### config.mk
export PLATFORM = sky130hd
export DESIGN_NAME = rename_unit
export DESIGN_NICKNAME = d
export VERILOG_FILES = /design/src/rtl/rename_pkg.sv /design/src/rtl/rename_ckpt_store.sv /design/src/rtl/rename_unit.sv
export SDC_FILE = /design/constraint.sdc
export NUM_CORES = 2
export LEC_CHECK = 0
export BUFFER_PORTS_ARGS = -buffer_cell sky130_fd_sc_hd__buf_2
export CAP_MARGIN = 10
export CORE_MARGIN = 1.5
export CORE_UTILIZATION = 60
export DETAILED_ROUTE_END_ITERATION = 10
export GPL_ROUTABILITY_DRIVEN = 0
export MAX_ROUTING_LAYER = met4
export PLACE_DENSITY = 0.81
export SETUP_SLACK_MARGIN = 0.15
export SLEW_MARGIN = 20
export SYNTH_ARGS = -nofsm -noshare
export SYNTH_HDL_FRONTEND = slang
export SYNTH_SLANG_ARGS = --single-unit
### constraint.sdc
create_clock -name clk -period 52 [get_ports clk]
set_clock_uncertainty 0.15 [all_clocks]
set_input_delay 5.2 -clock clk [delete_from_list [all_inputs] [get_ports clk]]
set_output_delay 5.2 -clock clk [all_outputs]
set_load 0.02 [all_outputs]
### src/rtl/rename_pkg.sv
// Shared types, sizes and helpers for the register-rename stage.
package rename_pkg;

  localparam int ARCH_REGS  = 32;
  localparam int PHYS_REGS  = 128;
  localparam int CKPT_DEPTH = 4;
  localparam int PREG_W     = $clog2(PHYS_REGS);
  localparam int AREG_W     = $clog2(ARCH_REGS);
  localparam int TAG_W      = $clog2(CKPT_DEPTH);
  localparam int CNT_W      = TAG_W + 1;

  typedef logic [PREG_W-1:0] preg_t;
  typedef logic [AREG_W-1:0] areg_t;
  typedef logic [TAG_W-1:0]  tag_t;
  typedef logic [CNT_W-1:0]  cnt_t;
  typedef preg_t [ARCH_REGS-1:0] map_t;

  typedef struct packed {
    preg_t ps1;
    preg_t ps2;
    preg_t pd;
    preg_t pd_old;
    logic  rd_we;
    logic  is_branch;
    tag_t  br_tag;
  } ren_inst_t;

  // First physical register handed out after reset (0..31 hold the identity map).
  localparam preg_t SP_RESET = preg_t'(ARCH_REGS);
  localparam preg_t PREG_ONE = preg_t'(1'b1);
  localparam preg_t PREG_MAX = preg_t'(PHYS_REGS - 1);

  // Shadow read pointer advance; index 0 is never used, so 127 wraps to 1.
  function automatic preg_t sp_next(input preg_t sp);
    preg_t res;
    if (sp == PREG_MAX) begin
      res = PREG_ONE;
    end else begin
      res = sp + PREG_ONE;
    end
    return res;
  endfunction

  // Architectural register i maps to physical register i.
  function automatic map_t identity_map();
    map_t m;
    for (int i = 0; i < ARCH_REGS; i++) begin
      m[i] = preg_t'(i);
    end
    return m;
  endfunction

endpackage

### src/rtl/rename_ckpt_store.sv
// Branch checkpoint store: CKPT_DEPTH snapshots of the map table and the
// shadow free-list pointer, managed as a circular queue (head = oldest).
module rename_ckpt_store
  import rename_pkg::*;
(
  input  logic  clk,
  input  logic  reset,
  input  logic  save,
  input  map_t  save_map,
  input  preg_t save_sp,
  input  logic  commit,
  input  logic  restore,
  input  tag_t  restore_tag,
  output tag_t  tail,
  output cnt_t  count,
  output map_t  restore_map,
  output preg_t restore_sp
);

  map_t  ckpt_map_r [CKPT_DEPTH];
  preg_t ckpt_sp_r  [CKPT_DEPTH];
  tag_t  head_r;
  tag_t  tail_r;
  cnt_t  count_r;

  logic  commit_ok_s;
  tag_t  head_nxt_s;
  tag_t  tail_nxt_s;
  tag_t  span_s;
  cnt_t  count_nxt_s;

  // Next head/tail/count; a restore keeps the restored entry and drops younger ones.
  always_comb begin
    commit_ok_s = commit && (count_r != cnt_t'(1'b0));
    head_nxt_s  = commit_ok_s ? (head_r + tag_t'(1'b1)) : head_r;
    tail_nxt_s  = tail_r;
    count_nxt_s = count_r;
    span_s      = restore_tag + tag_t'(1'b1) - head_nxt_s;
    if (restore) begin
      tail_nxt_s = restore_tag + tag_t'(1'b1);
      // Retained entries are never zero, so a zero modular span means a full queue.
      if (span_s == tag_t'(1'b0)) begin
        count_nxt_s = cnt_t'(CKPT_DEPTH);
      end else begin
        count_nxt_s = cnt_t'(span_s);
      end
    end else begin
      tail_nxt_s = save ? (tail_r + tag_t'(1'b1)) : tail_r;
      case ({save, commit_ok_s})
        2'b10:   count_nxt_s = count_r + cnt_t'(1'b1);
        2'b01:   count_nxt_s = count_r - cnt_t'(1'b1);
        default: count_nxt_s = count_r;
      endcase
    end
  end

  // Queue pointers and occupancy.
  always_ff @(posedge clk or posedge reset) begin
    if (reset) begin
      head_r  <= tag_t'(1'b0);
      tail_r  <= tag_t'(1'b0);
      count_r <= cnt_t'(1'b0);
    end else begin
      head_r  <= head_nxt_s;
      tail_r  <= tail_nxt_s;
      count_r <= count_nxt_s;
    end
  end

  // Snapshot storage, written at the tail when a branch is renamed.
  always_ff @(posedge clk or posedge reset) begin
    if (reset) begin
      for (int i = 0; i < CKPT_DEPTH; i++) begin
        ckpt_map_r[i] <= identity_map();
        ckpt_sp_r[i]  <= SP_RESET;
      end
    end else if (save) begin
      ckpt_map_r[tail_r] <= save_map;
      ckpt_sp_r[tail_r]  <= save_sp;
    end
  end

  assign tail        = tail_r;
  assign count       = count_r;
  assign restore_map = ckpt_map_r[restore_tag];
  assign restore_sp  = ckpt_sp_r[restore_tag];

endmodule

### src/rtl/rename_unit.sv
// Register-rename stage: map-table lookup, free-list allocation, branch
// checkpoints with mispredict restore, and a registered valid/ready output.
module rename_unit
  import rename_pkg::*;
(
  input  logic              clk,
  input  logic              reset,
  input  logic              dec_valid,
  output logic              dec_ready,
  input  logic [4:0]        dec_rs1,
  input  logic [4:0]        dec_rs2,
  input  logic [4:0]        dec_rd,
  input  logic              dec_rd_we,
  input  logic              dec_is_branch,
  input  logic              fl_empty,
  input  logic [PREG_W-1:0] fl_pd_new,
  output logic              fl_read_en,
  output logic [PREG_W-1:0] fl_re_ptr,
  output logic              ren_valid,
  input  logic              ren_ready,
  output logic [PREG_W-1:0] ren_ps1,
  output logic [PREG_W-1:0] ren_ps2,
  output logic [PREG_W-1:0] ren_pd,
  output logic [PREG_W-1:0] ren_pd_old,
  output logic              ren_rd_we,
  output logic              ren_is_branch,
  output logic [TAG_W-1:0]  ren_br_tag,
  input  logic              br_commit,
  input  logic              mispredict,
  input  logic [TAG_W-1:0]  mispredict_tag
);

  map_t      map_r;
  preg_t     sp_r;
  ren_inst_t out_r;
  logic      valid_r;

  logic      alloc_s;
  logic      stall_s;
  logic      ready_s;
  logic      fire_s;
  map_t      map_upd_s;
  preg_t     sp_upd_s;
  ren_inst_t nxt_s;

  tag_t      ckpt_tail_s;
  cnt_t      ckpt_count_s;
  map_t      ckpt_map_s;
  preg_t     ckpt_sp_s;

  // Handshake: stall on an empty free list for a real destination or on a full checkpoint queue.
  always_comb begin
    alloc_s = dec_rd_we && (dec_rd != 5'd0);
    stall_s = (alloc_s && fl_empty) ||
              (dec_is_branch && (ckpt_count_s == cnt_t'(CKPT_DEPTH)));
    ready_s = !mispredict && !stall_s && (!valid_r || ren_ready);
    fire_s  = dec_valid && ready_s;
  end

  // Map table and shadow pointer as they stand after this instruction's own rd update.
  always_comb begin
    map_upd_s = map_r;
    sp_upd_s  = sp_r;
    if (fire_s && alloc_s) begin
      map_upd_s[dec_rd] = fl_pd_new;
      sp_upd_s          = sp_next(sp_r);
    end else begin
      map_upd_s = map_r;
      sp_upd_s  = sp_r;
    end
  end

  // Renamed instruction presented to the output register; sources read the pre-update map.
  always_comb begin
    nxt_s.ps1       = map_r[dec_rs1];
    nxt_s.ps2       = map_r[dec_rs2];
    nxt_s.pd        = alloc_s ? fl_pd_new : preg_t'(1'b0);
    nxt_s.pd_old    = alloc_s ? map_r[dec_rd] : preg_t'(1'b0);
    nxt_s.rd_we     = alloc_s;
    nxt_s.is_branch = dec_is_branch;
    nxt_s.br_tag    = dec_is_branch ? ckpt_tail_s : tag_t'(1'b0);
  end

  // Speculative map and shadow pointer; mispredict reloads them from the checkpoint.
  always_ff @(posedge clk or posedge reset) begin
    if (reset) begin
      map_r <= identity_map();
      sp_r  <= SP_RESET;
    end else if (mispredict) begin
      map_r <= ckpt_map_s;
      sp_r  <= ckpt_sp_s;
    end else begin
      map_r <= map_upd_s;
      sp_r  <= sp_upd_s;
    end
  end

  // Output stage: data held while stalled downstream, valid flushed by mispredict.
  always_ff @(posedge clk or posedge reset) begin
    if (reset) begin
      valid_r <= 1'b0;
      out_r   <= '0;
    end else begin
      if (mispredict) begin
        valid_r <= 1'b0;
      end else if (fire_s) begin
        valid_r <= 1'b1;
      end else if (ren_ready) begin
        valid_r <= 1'b0;
      end
      if (fire_s) begin
        out_r <= nxt_s;
      end
    end
  end

  rename_ckpt_store u_ckpt (
    .clk         (clk),
    .reset       (reset),
    .save        (fire_s && dec_is_branch),
    .save_map    (map_upd_s),
    .save_sp     (sp_upd_s),
    .commit      (br_commit),
    .restore     (mispredict),
    .restore_tag (mispredict_tag),
    .tail        (ckpt_tail_s),
    .count       (ckpt_count_s),
    .restore_map (ckpt_map_s),
    .restore_sp  (ckpt_sp_s)
  );

  assign dec_ready     = ready_s;
  assign fl_read_en    = fire_s && alloc_s;
  assign fl_re_ptr     = ckpt_sp_s;
  assign ren_valid     = valid_r;
  assign ren_ps1       = out_r.ps1;
  assign ren_ps2       = out_r.ps2;
  assign ren_pd        = out_r.pd;
  assign ren_pd_old    = out_r.pd_old;
  assign ren_rd_we     = out_r.rd_we;
  assign ren_is_branch = out_r.is_branch;
  assign ren_br_tag    = out_r.br_tag;

endmodule

After elaboration in Yosys (flattened, before gate mapping):

Index checks and enable logic that the tools add are counted.

* bits in registers: 1195
* input bits: 33
* word-level logic and storage cells: 256

* $add $sub $neg: 7
* order comparisons: 7
* equal/unequal tests: 4
* mux-type cells: 38
* bitwise logic cells: 2
* reductions and logical operators: 22

Operators with widths (count)
* $mux 224: 5
* $bwmux 896: 1
* $bmux 224 s2: 1
* $demux 224 s2: 1
* $bwmux 224: 1
* $bmux 7 s5: 3
* $mux 7: 12
* $demux 7 s5: 1
* $bwmux 28: 1
* $lt 5x6->1 const B: 3
* $bmux 7 s2: 1
* $demux 7 s2: 1
* $logic_and 1x1->1: 11
* $reduce_bool 3->1: 3
* $mux 2: 4
* $add 7x1->7 const B: 1
* $eq 7x7->1 const B: 1
* $add 2x1->2 const B: 3
* $ge 3x3->1 const B: 2
* $mux 3: 2
* $not 2->3: 2
* $pmux 3 s2: 1
* $ge 5x1->1 const B: 1
* $reduce_bool 5->1: 1
* other kinds (12): 17

Logic depth before layout (Yosys ltp):

* depth in word-level cells: 12
* mapped depth: 10

Cells and area by module:

From an unflattened synthesis, not the netlist that was laid out.

* cells, all modules: 3675
* area total of the unflattened synthesis: 59155.5 um2

By module, submodules not included
* rename_ckpt_store: instances 1, cells an instance 2290, area an instance 40543.9 um2, sequential area each 23702.7 um2
* rename_unit: instances 1, cells an instance 1385, area an instance 18611.6 um2, sequential area each 6707.7 um2

Worst setup path before layout:

OpenSTA, ideal clock, no wires.

* kind: input port to output port
* start point: input mispredict_tag[0]
* end point: output fl_re_ptr[0]
* data arrival time: 6.603 ns
* setup slack: 40.047 ns
* cell stages on the path: 3
* cell sequence: clkbuf_1 > buf_1 > mux4_2

* longest elaborated chain between the ends: 4

RTL lines
* from (decl): RTL line rename_unit.sv:30 `input logic [TAG_W-1:0] mispredict_tag`
* $not 2->3 (not written as such): RTL line rename_ckpt_store.sv:86 `assign restore_sp = ckpt_sp_r[restore_tag];`
* $bmux 7 s2: RTL line rename_ckpt_store.sv:86
* $mux 7 (not written as such) (2 in series): RTL line rename_ckpt_store.sv:86
* to (decl): RTL line rename_unit.sv:18 `output logic [PREG_W-1:0] fl_re_ptr,`

Every way passes these cells. The select of a mux whose other input is x is not followed.

Worst setup path in the final report:

* start point: input dec_rd[3]
* end point: output fl_read_en

* longest elaborated chain between the ends: 9

RTL lines
* from (decl): RTL line rename_unit.sv:12 `input logic [4:0] dec_rd,`
* $reduce_bool 5->1 *: RTL line rename_unit.sv:53 `alloc_s = dec_rd_we && (dec_rd != 5'd0);`
* $logic_and 1x1->1 *: RTL line rename_unit.sv:53
* $logic_and 1x1->1: RTL line rename_unit.sv:54 `stall_s = (alloc_s && fl_empty) ||`
* $logic_or 1x1->1: RTL line rename_unit.sv:54
* $logic_not 1->1: RTL line rename_unit.sv:56 `ready_s = !mispredict && !stall_s && (!valid_r || ren_ready);`
* $logic_and 1x1->1 (2 in series): RTL line rename_unit.sv:56
* $logic_and 1x1->1: RTL line rename_unit.sv:57 `fire_s = dec_valid && ready_s;`
* $logic_and 1x1->1 *: RTL line rename_unit.sv:133 `assign fl_read_en = fire_s && alloc_s;`
* to (decl): RTL line rename_unit.sv:17 `output logic fl_read_en,`

Every way passes the cells marked *; elsewhere a longest branch is shown, timed or not.

==> impl_metrics.py <==
metrics = {
    "grt": {
        "grt_use_total_pct": 33.8,
        "grt_max_degree": 230,
        "antenna_found_initial": 14,
        "grt_pass1_wl_um": 239000,
        "grt_overflow": 0,
        "grt_pass1_vias": 40300,
    },
    "critical_path": {
        "path_cells": "buf_2, nor2_1, a21boi_1, nand2_1, inv_1, buf_2",
        "cp-start-kind": "input port",
        "cp_slowest_cell": "a21boi_1",
        "critPathKind": "in -> out",
        "arrival_ns": 7.72,
        "crit_path_max_fanout": 30,
        "cp-end-kind": "output pin",
        "crit_path_frequent_cell": "buf_2",
        "path_buf_inv": 3,
        "crit_cells": 6,
        "reg2regPathDepth": 7,
        "crit_family": "buffers and inverters",
        "max_stage_delay_ns": 0.88,
        "required_ns": 46.65,
    },
    "logic_synthesis": {
        "synth_top_family_by_area": "multiplexers",
        "syn-num-nets": 4886,
        "ys_async_sr_fraction_pct": 100,
        "synth_fa_ha_area_share_pct": 0.170,
        "synthDistinctLibCells": 63,
        "synth_edf_count": 0,
        "synth_top_flop_cell": "dfrtp_1",
        "syn_area_sq_um": 56000,
        "ys_seq_area_share_pct": 54.3,
        "synthMuxAreaShare_pct": 21.6,
        "netlist_instances": 4846,
        "synth_xor_area_share_pct": 0.141,
        "synth_area_per_cell_sq_um": 11.6,
        "synth_warnings": 0,
        "synth_compound_area_share_pct": 11.4,
        "synth_seq_cells": 1195,
        "synthSimpleGateAreaFrac_pct": 9.51,
    },
    "cts": {
        "clk_pin_slew_worst_paths_ns": 0.06,
        "numClockSinks": 1195,
        "cts_setup_buffers": 0,
        "postCtsResizedCells": 0,
        "cts_buffers": 118,
        "ctsRootBufferMaster": "clkbuf_16",
        "holdBufCountCts": 0,
        "htreeDepth": 3,
        "clk_latency_ns": 0.74,
        "clk_path_buf_depth": 3,
        "cts_tree": "done",
    },
    "timing": {
        "drv_slew": 0,
        "hold_violations": 0,
        "fin_crit_sh_pct": 25.1,
        "fmax_ghz": 0.0765,
        "tns_ns": 0,
        "period_needed_ns": 13.07,
        "rsz0062_at_grt": "false",
        "maxSlewHeadroom_pct": 19.2,
        "worstMarginPinSlew_ns": 1.21,
        "finalSetupViolations": 0,
    },
    "pwr": {
        "power_mw": 3.22,
        "p_clk_share_pct": 27.8,
        "leakagePower_nw": 26.9,
        "seq_power_share_pct": 49.2,
        "p_int_mw": 2.21,
        "powerDensity_nw_per_um2": 52.7,
        "p_switching_mw": 1.01,
        "p_comb_share_pct": 23.0,
        "p_sw_share_pct": 31.3,
        "peakVddDrop_v": 0.0000325,
    },
    "die": {
        "die_h_um": 309,
        "die_x_um": 309,
        "design.die.area_sq_um": 95200,
        "fp.coreArea_sq_um": 92100,
        "start_util_pct": 60.9,
        "io_pins": 75,
        "row_count": 111,
    },
    "detailed_routing": {
        "dr.pass1.iters": 6,
        "ant_nets": 0,
        "num_vias": 40200,
        "avgViaCountPerCell": 6.65,
        "drc": 0,
        "wl_per_cell_um": 25.3,
        "drt_iter0_drc": 5284,
        "drt-total-wl_um": 153000,
    },
    "placement": {
        "port_buffers": 74,
        "dpl.hpwl_um": 91000,
    },
    "min_path": {
        "hp-class": "reg -> reg",
        "min_path_cells": 2,
    },
    "outcome": {
        "status": "complete, no violations",
    },
    "layout": {
        "area.growth.synth_to_final_pct": 8.96,
        "layout-drive-gt1-share_pct": 25.2,
        "final_nets": 4729,
    },
    "flow_run": {
        "max_cap_violations": 0,
    },
}
## path summary, 6_finish.rpt
kind	startpoint	end	slack (ns)
worst max register to register	u_ckpt.count[0]	u_ckpt.ckpt_map_r[566]	47.12
min in group asynchronous	reset	u_ckpt.ckpt_map_r[61]	4.54
worst min-delay path	u_ckpt.ckpt_map_r[891]	u_ckpt.ckpt_map_r[891]	0.31
worst min register to register	u_ckpt.ckpt_map_r[891]	u_ckpt.ckpt_map_r[891]	0.31
worst max-delay path	dec_rd[3]	fl_read_en	38.93
max in group asynchronous	reset	map_r[114]	42.54
## Yosys cell counts, drive strengths merged, types with 2 or more instances
| cell | number | area [sq um] |
|---|---|---|
| mux4 | 400 | 9010 |
| and2 | 4 | 25.0 |
| mux2i | 266 | 2660 |
| a22o | 16 | 140 |
| o22ai | 28 | 175 |
| nor2b | 11 | 68.8 |
| a21oi | 230 | 1150 |
| o211a | 2 | 20.0 |
| or3b | 2 | 17.5 |
| clkbuf | 297 | 1110 |
| nand3 | 45 | 330 |
| xnor2 | 4 | 35.0 |
| o21ai | 911 | 4560 |
| and3 | 6 | 37.5 |
| nor4b | 3 | 47.5 |
| nand2 | 934 | 3510 |
| nand3b | 6 | 45.0 |
| nand4 | 10 | 87.6 |
| inv | 11 | 41.3 |
| o31ai | 2 | 15.0 |
| nor3 | 20 | 111 |
| nor2 | 242 | 911 |
| xor2 | 5 | 43.8 |
| mux2 | 36 | 405 |
| dfstp | 405 | 10600 |
| dfrtp | 790 | 19800 |
| a32o | 6 | 60.1 |
| nand2b | 2 | 12.5 |
| ha | 6 | 75.1 |
| nor4 | 8 | 101 |
| buf | 101 | 480 |
| a22oi | 17 | 128 |
| a221o | 2 | 20.0 |
| a21boi | 2 | 15.0 |
## metal layers
metal | vias up | part of all wire, % | track usage, %
met2 | 2214 | 46 | 49.7
met4 | 0 | 5.2 | 16.6
met1 | 20500 | 38 | 43.9
li1 | 17100 | - | -
met5 | - | 0 | -
met3 | 483 | 11 | 9.23
## state kept, by name (all words and copies together), names as in the netlist
name	cells
u_ckpt.ckpt_sp_r	28
u_ckpt.count	3
ren_valid	1
ren_br_tag	2
map_r	224
sp_r	7
ren_pd_old	7
u_ckpt.tail	2
ren_rd_we	1
ren_ps1	7
ren_is_branch	1
ren_ps2	7
u_ckpt.head_r	2
u_ckpt.ckpt_map_r	896
ren_pd	7
## power groups by stage
stage | Clock (mW) | Sequential [mW] | Combinational [mW]
after global routing | 0.938 | 1.62 | 0.821
after CTS | 0.899 | 1.57 | 0.733
after floorplan | 0 | 1.51 | 0.555
after detailed placement | 0 | 1.58 | 0.720
final | 0.894 | 1.58 | 0.739
after global placement | 0 | 1.56 | 0.682
## worst register-to-register path, delay by kind of cell (launching register included)
| kind | cells | cell delay [ns] |
|---|---|---|
| AO/OA/AOI/OAI | 2 | 0.52 |
| buffers and inverters | 3 | 2.57 |
| AND/OR/NAND/NOR | 2 | 0.97 |
| flip-flops | 1 | 0.47 |
## layout make-up
cell class,count,area [sq um]
Antenna cell,14,35.0
Clock buffer,171,3510
Clock inverter,54,582
Fill cell,6366,31000
Inverter,11,56.3
Multi-Input combinational cell,3242,24000
Sequential cell,1195,30400
Tap cell,1243,1560
Timing Repair Buffer,121,858
## metrics by stage
| step | util [%] | std cells | instance area (sq um) | setup WS (ns) | hold slack (ns) |
|---|---|---|---|---|---|
| 2_1_floorplan | - | 4846 | 56000 | 13.66 | 0.293 |
| 3_3_place_gp | 61.8 | 5811 | 56900 | 39.19 | 0.300 |
| 3_5_place_dp | 61.8 | 5811 | 56900 | 39.07 | 0.309 |
| 4_1_cts | 66.2 | 6036 | 61000 | 39.06 | 0.317 |
| 5_1_grt | 66.3 | 6051 | 61100 | 38.79 | 0.334 |
| 6_report | 66.3 | 6051 | 61100 | 38.93 | 0.315 |
## placed cells by master, fill, tap and decap left out, types with 14 or more instances in the layout
cell / n
nand2_1: 934
o21ai_0: 882
dfrtp_1: 790
dfstp_2: 405
mux4_2: 400
mux2i_1: 266
nor2_1: 241
a21oi_1: 230
clkbuf_16: 122
buf_2: 67
buf_4: 43
mux2_2: 36
o21ai_1: 29
o22ai_1: 28
clkinv_2: 27
clkbuf_8: 27
nand3_2: 22
clkbuf_1: 22
nor3_1: 19
nand3_1: 19
a22oi_1: 17
a22o_1: 16
diode_2: 14
## logic make-up after synthesis
family                     after synthesis
xor gates and xnor gates                 9
adders and majority gates                7
AOI/OAI and AO/OA                     1228
muxes                                  702
and+or+nand+nor                       1296
buffers and inverters                  409
DFF                                   1195
Power figures use the tool's default switching activity.
